--- config.mk ---
export PLATFORM = sky130hd
export DESIGN_NAME = cfu_ram_arbiter
export DESIGN_NICKNAME = d
export VERILOG_FILES = /design/src/rtl/cfu_ram_arbiter.sv
export SDC_FILE = /design/constraint.sdc
export NUM_CORES = 1
export LEC_CHECK = 0
export ABC_AREA = 1
export BUFFER_PORTS_ARGS = -buffer_cell sky130_fd_sc_hd__clkbuf_2
export CAP_MARGIN = 20
export CORE_MARGIN = 10
export CORE_UTILIZATION = 40
export CTS_CLUSTER_SIZE = 40
export DETAILED_ROUTE_END_ITERATION = 16
export PLACE_DENSITY_LB_ADDON = 0.3
export SYNTH_ARGS = -nofsm -noshare
export SYNTH_HDL_FRONTEND = slang
export SYNTH_SLANG_ARGS = --single-unit
--- constraint.sdc ---
create_clock -name clk -period 1.2 [get_ports clk]
set_input_delay 0.12 -clock clk [delete_from_list [all_inputs] [get_ports clk]]
set_output_delay 0.12 -clock clk [all_outputs]
set_load 0.01 [all_outputs]
--- src/rtl/cfu_ram_arbiter.sv ---
// Round-robin arbiter sharing the CFU's read-only Wishbone master port among NUM_REQ fetch requesters.
// Optional bus-cycle watchdog enabled by defining CFU_RAM_ARB_TIMEOUT_EN.
module cfu_ram_arbiter #(
  parameter int NUM_REQ        = 2,
  parameter int TIMEOUT_CYCLES = 255
) (
  input  logic                  clk,
  input  logic                  reset,
  input  logic [NUM_REQ-1:0]    req_valid,
  input  logic [NUM_REQ*30-1:0] req_adr,
  output logic [NUM_REQ-1:0]    rsp_valid,
  output logic [31:0]           rsp_data,
  output logic                  rsp_err,
  output logic                  busy,
  output logic [29:0]           cfu_ram_adr,
  output logic [31:0]           cfu_ram_dat_mosi,
  output logic [3:0]            cfu_ram_sel,
  output logic                  cfu_ram_cyc,
  output logic                  cfu_ram_stb,
  output logic                  cfu_ram_we,
  output logic [2:0]            cfu_ram_cti,
  output logic [1:0]            cfu_ram_bte,
  input  logic [31:0]           cfu_ram_dat_miso,
  input  logic                  cfu_ram_ack,
  input  logic                  cfu_ram_err
);

  localparam int IDX_W = (NUM_REQ > 1) ? $clog2(NUM_REQ) : 1;

  if (NUM_REQ < 2 || NUM_REQ > 8 || TIMEOUT_CYCLES < 1) begin : g_bad_param
    $error("cfu_ram_arbiter: NUM_REQ must be 2..8 and TIMEOUT_CYCLES >= 1");
  end

  typedef enum logic [1:0] {
    S_IDLE,
    S_BUS,
    S_RESP
  } state_t;

  state_t           state_q, state_d;
  logic [IDX_W-1:0] ptr_q, gnt_q, win_idx;
  logic             win_found;
  logic [IDX_W:0]   pos;
  logic [29:0]      adr_arr [NUM_REQ];
  logic             timeout_hit;

  // Read-only classic Wishbone master: the write-side signals never change.
  assign cfu_ram_dat_mosi = 32'h0;
  assign cfu_ram_sel      = 4'b1111;
  assign cfu_ram_we       = 1'b0;
  assign cfu_ram_cti      = 3'b000;
  assign cfu_ram_bte      = 2'b00;

  always_comb begin
    for (int i = 0; i < NUM_REQ; i++) adr_arr[i] = req_adr[30*i +: 30];
  end

  // Scan from ptr_q downwards in priority so the highest-priority requester is assigned last.
  always_comb begin
    // NOTE: every always_comb target gets a default first so no path can infer a latch.
    win_idx   = '0;
    win_found = 1'b0;
    pos       = '0;
    for (int k = NUM_REQ - 1; k >= 0; k--) begin
      pos = {1'b0, ptr_q} + (IDX_W+1)'(k);
      if (pos >= (IDX_W+1)'(NUM_REQ)) pos = pos - (IDX_W+1)'(NUM_REQ);
      if (req_valid[pos[IDX_W-1:0]]) begin
        win_found = 1'b1;
        win_idx   = pos[IDX_W-1:0];
      end
    end
  end

`ifdef CFU_RAM_ARB_TIMEOUT_EN
  logic [15:0] to_cnt_q;

  // Counter is held at zero outside BUS, so it starts from zero on every bus cycle.
  always_ff @(posedge clk or negedge reset) begin
    if (!reset)                 to_cnt_q <= '0;
    else if (state_q != S_BUS)  to_cnt_q <= '0;
    else                        to_cnt_q <= to_cnt_q + 16'd1;
  end

  assign timeout_hit = (state_q == S_BUS) && (to_cnt_q == 16'(TIMEOUT_CYCLES - 1));
`else
  assign timeout_hit = 1'b0;
`endif

  always_comb begin
    state_d     = state_q;
    rsp_valid   = '0;
    busy        = (state_q != S_IDLE);
    cfu_ram_cyc = (state_q == S_BUS);
    cfu_ram_stb = (state_q == S_BUS);
    case (state_q)
      S_IDLE: if (win_found) state_d = S_BUS;
      S_BUS:  if (cfu_ram_ack || cfu_ram_err || timeout_hit) state_d = S_RESP;
      S_RESP: begin
        rsp_valid[gnt_q] = 1'b1;
        state_d          = S_IDLE;
      end
      default: state_d = S_IDLE;
    endcase
  end

  // NOTE: registers use non-blocking assignments so every flop samples pre-edge values.
  always_ff @(posedge clk or negedge reset) begin
    if (!reset) begin
      state_q     <= S_IDLE;
      ptr_q       <= '0;
      gnt_q       <= '0;
      cfu_ram_adr <= '0;
      rsp_data    <= '0;
      rsp_err     <= 1'b0;
    end else begin
      state_q <= state_d;
      case (state_q)
        S_IDLE: begin
          if (win_found) begin
            gnt_q       <= win_idx;
            cfu_ram_adr <= adr_arr[win_idx];
          end
        end
        S_BUS: begin
          // err outranks ack; a bus termination outranks the watchdog.
          if (cfu_ram_err) begin
            rsp_err <= 1'b1;
          end else if (cfu_ram_ack) begin
            rsp_data <= cfu_ram_dat_miso;
            rsp_err  <= 1'b0;
          end else if (timeout_hit) begin
            rsp_data <= '0;
            rsp_err  <= 1'b1;
          end
        end
        S_RESP: begin
          ptr_q <= (gnt_q == IDX_W'(NUM_REQ - 1)) ? '0 : gnt_q + 1'b1;
        end
        default: ;
      endcase
    end
  end

endmodule

==> impl_metrics.yaml <==
setup_path:
  crit_cells: 7
  cp_cell_sequence: "inv_2, nand2_8, nor2_4, nand2_4, clkbuf_16, nand2_1, nand2_1"
  worstPathMaxFanout: 16
  reg2reg_to: "rsp_data[30]$_DFFE_PN0P_"
  crit_type: "flop to flop"
  rr_startpoint: "state_q[1]$_DFFE_PN0P_"
  critPathSlowestCell: "dfrtp_1"
  critPathTopFamily: "simple AND/OR/NAND/NOR gates"
  slowest_delay_ns: 0.39
  r2r_slack_ns: -0.08
  timing.critical_path.buf_inv: 2
  required_ns: 1.42
  crit_top_cell: "nand2_1"
  worstPathArrival_ns: 1.50
  start_kind: "flop"
  ff2ff_path_depth: 7
  end_kind: "flop"
route:
  antenna_left: 0
  detail_route.first_pass.iterations: 4
  avgRoutedWirePerCell_um: 15.5
  drtIter0Drc: 284
  drc: 0
  viasPerCell: 4.63
  routed-via-count: 3596
  drt-total-wl_um: 12000
synthesis:
  synth_area_per_cell_um2: 7.48
  ys_types: 17
  synth_seq_cells: 67
  synth.area.top_cells: "dfrtp_1 48%, nand2_1 17%, nand3_1 13%"
  yosysTopAreaCell: "dfrtp_1"
  syn-cell-area_um2: 3500
  synth_top_area_share_pct: 47.9
  syn_inst: 468
  yosysWarnings: 0
  yosysSeqAreaShare_pct: 47.9
worst_hold_path:
  min_to: "rsp_data[28]$_DFFE_PN0P_"
  hold_depth: 3
  min-delay-start: "cfu_ram_dat_miso[28]"
  hp-class: "input pin to flop"
power:
  leakage_nw: 3.14
  peakVddDrop_uv: 1220
  powerDensity_nw_per_um2: 2220
grt:
  grt_pass1_wl_um: 17900
  antenna_found_initial: 0
  grt_usage_pct: 16.7
  grt_max_degree: 68
  gr-total-overflow: 0
  grt_pass1_vias: 3674
sta:
  drv_slew: 0
  setup_slack_ns: -0.0834
  setup_violations: 62
  skew_ns: 0.0129
  tns_ns: -2.34
  clock.fmax_ghz: 0.779
  rsz0062_at_grt: "true"
  period_share_pct: 107
  hold_viol_final: 0
  period_minus_slack_ns: 1.28
floorplanning:
  io_pins: 208
  die_w_um: 114
  rows: 34
  fp.dieH_um: 114
  core_region_area_um2: 8640
  die_area_um2: 12900
  initial_utilization_pct: 40.6
layout:
  area_growth_pct: 52.2
  nNetsFinal: 762
  multi_input_area_um2: 1620
  fill_cells: 762
  antennaDiodeCount: 0
  ff_latch_area_um2: 1680
  drive_gt1_share_pct: 39.9
  stdcell_count: 777
status:
  status: "complete, but fails checks"
  violations: "setup timing"
cts:
  cts_tree: "built"
  cts_buffers: 9
  clkLatencyLatePin_ns: 0.34
  clockRootBuffer: "clkbuf_8"
  clock-sinks: 67
  clk_pin_slew_ns: 0.08
  clockBufferDepth: 2
  htree_num_levels: 3
place:
  dp_cells: 727
  gp_congestion: 0.794
  hpwlAfterDp_um: 7980
  port_buffers: 165
  dp_slack_ns: -0.0777
job:
  drv_cap: 0
[layout by cell type, fill, tap and decap left out]
cell type and count:
clkbuf_2 160, nand2_1 125, nand3_1 70, dfrtp_1 67, inv_1 63, conb_1 42, dlygate4sd3_1 27, nand2_2 21
nand3_2 18, nand2_4 14, clkbuf_8 9, buf_6 6, buf_12 6, buf_4 6, nor2_4 4, nand3_4 4
clkbuf_16 4, o21ai_0 3, clkinv_2 3, inv_2 2, a21oi_1 2, clkinvlp_4 2, buf_8 2, nand2_8 1
inv_4 1, nor2_1 1, inv_12 1, o31ai_1 1, clkinv_1 1, clkinv_4 1, bufinv_16 1, buf_2 1
[state kept, by name (all words and copies together), names as in the netlist]
signal       count
rsp_err          1
ptr_q            1
gnt_q            1
state_q          2
cfu_ram_adr     30
rsp_data        32
[repair_timing]
item / 4_1_cts / 5_1_grt
hold buffers: 27 / 0
hold endpoints to repair: 92 / 0
cloned: 0 / 5
pin swaps: 3 / 40
gates resized for setup: 14 / 89
setup endpoints to repair: 37 / 69
buffers inserted: 0 / 3
[cells in the mapped netlist]
master / number
nor2_2: 1
dfrtp_1: 67
clkbuf_1: 9
inv_2: 2
nand2_1: 159
buf_2: 15
nand3_1: 92
nand2_2: 2
buf_4: 43
a21oi_1: 2
nor2_1: 3
clkinv_1: 1
o31ai_1: 1
conb_1: 2
inv_1: 65
o21ai_0: 3
nor2_4: 1
[cells by family (layout without fill, tap and decap cells)]
logic type             after synthesis  after routing  share of synthesized area (%)
DFF                                 67             67                           47.9
other                                2             42                          0.214
buffers and inverters              135            296                           19.6
and+or+nand+nor                    258            258                           31.4
AOI/OAI and AO/OA                    6              6                          0.929
[tightest hold or removal path, cell delays in order]
cell,delay (ns)
clkbuf_2,0.09
nand3_2,0.07
nand2_2,0.05
[layout make-up]
| class | count | area share, % |
|---|---|---|
| timing repair buffer | 212 | 27.0 |
| multi-input combinational | 306 | 30.3 |
| tap | 108 | 2.53 |
| clock inverter | 7 | 1.29 |
| sequential | 67 | 31.4 |
| clock buffer | 9 | 2.32 |
| inverter | 68 | 5.07 |
[worst max-delay path by stage]
stage	end	start
after global routing	rsp_data[30]$_DFFE_PN0P_	state_q[1]$_DFFE_PN0P_
after detailed placement	gnt_q$_DFFE_PN0P_	state_q[1]$_DFFE_PN0P_
after CTS	rsp_valid[1]	state_q[0]$_DFFE_PN0P_
final	rsp_data[30]$_DFFE_PN0P_	state_q[1]$_DFFE_PN0P_
after global placement	state_q[0]$_DFFE_PN0P_	state_q[1]$_DFFE_PN0P_
after floorplan	cfu_ram_adr[10]$_DFFE_PN0P_	state_q[0]$_DFFE_PN0P_
[metrics by stage]
| stage | util [%] | hold WS (ns) | instance area [um2] | power (mW) |
|---|---|---|---|---|
| 6_report | 61.7 | 0.0225 | 5330 | 11.8 |
| 5_1_grt | 61.7 | 0.00857 | 5330 | 12.8 |
| 4_1_cts | 56.0 | 0.000536 | 4830 | 10.6 |
| 3_5_place_dp | 50.1 | 0.171 | 4330 | 8.58 |
| 3_3_place_gp | 50.1 | 0.165 | 4330 | 8.45 |
| 2_1_floorplan | - | -0.176 | 3650 | 6.53 |
[layer usage]
layer	GRT usage [%]	share of wire (%)
met5	0	0
met4	6.01	1.1
met3	6.77	9.3
met2	27.8	51
met1	18.9	38
[where the power goes]
part | internal [mW] | switching [mW] | total (mW)
registers | 3.36 | 0.746 | 4.11
clock network | 0.951 | 0.868 | 1.82
logic | 2.54 | 3.37 | 5.91
total | 6.85 | 4.98 | 11.8
Note: power is estimated with default switching activity, not from simulation.
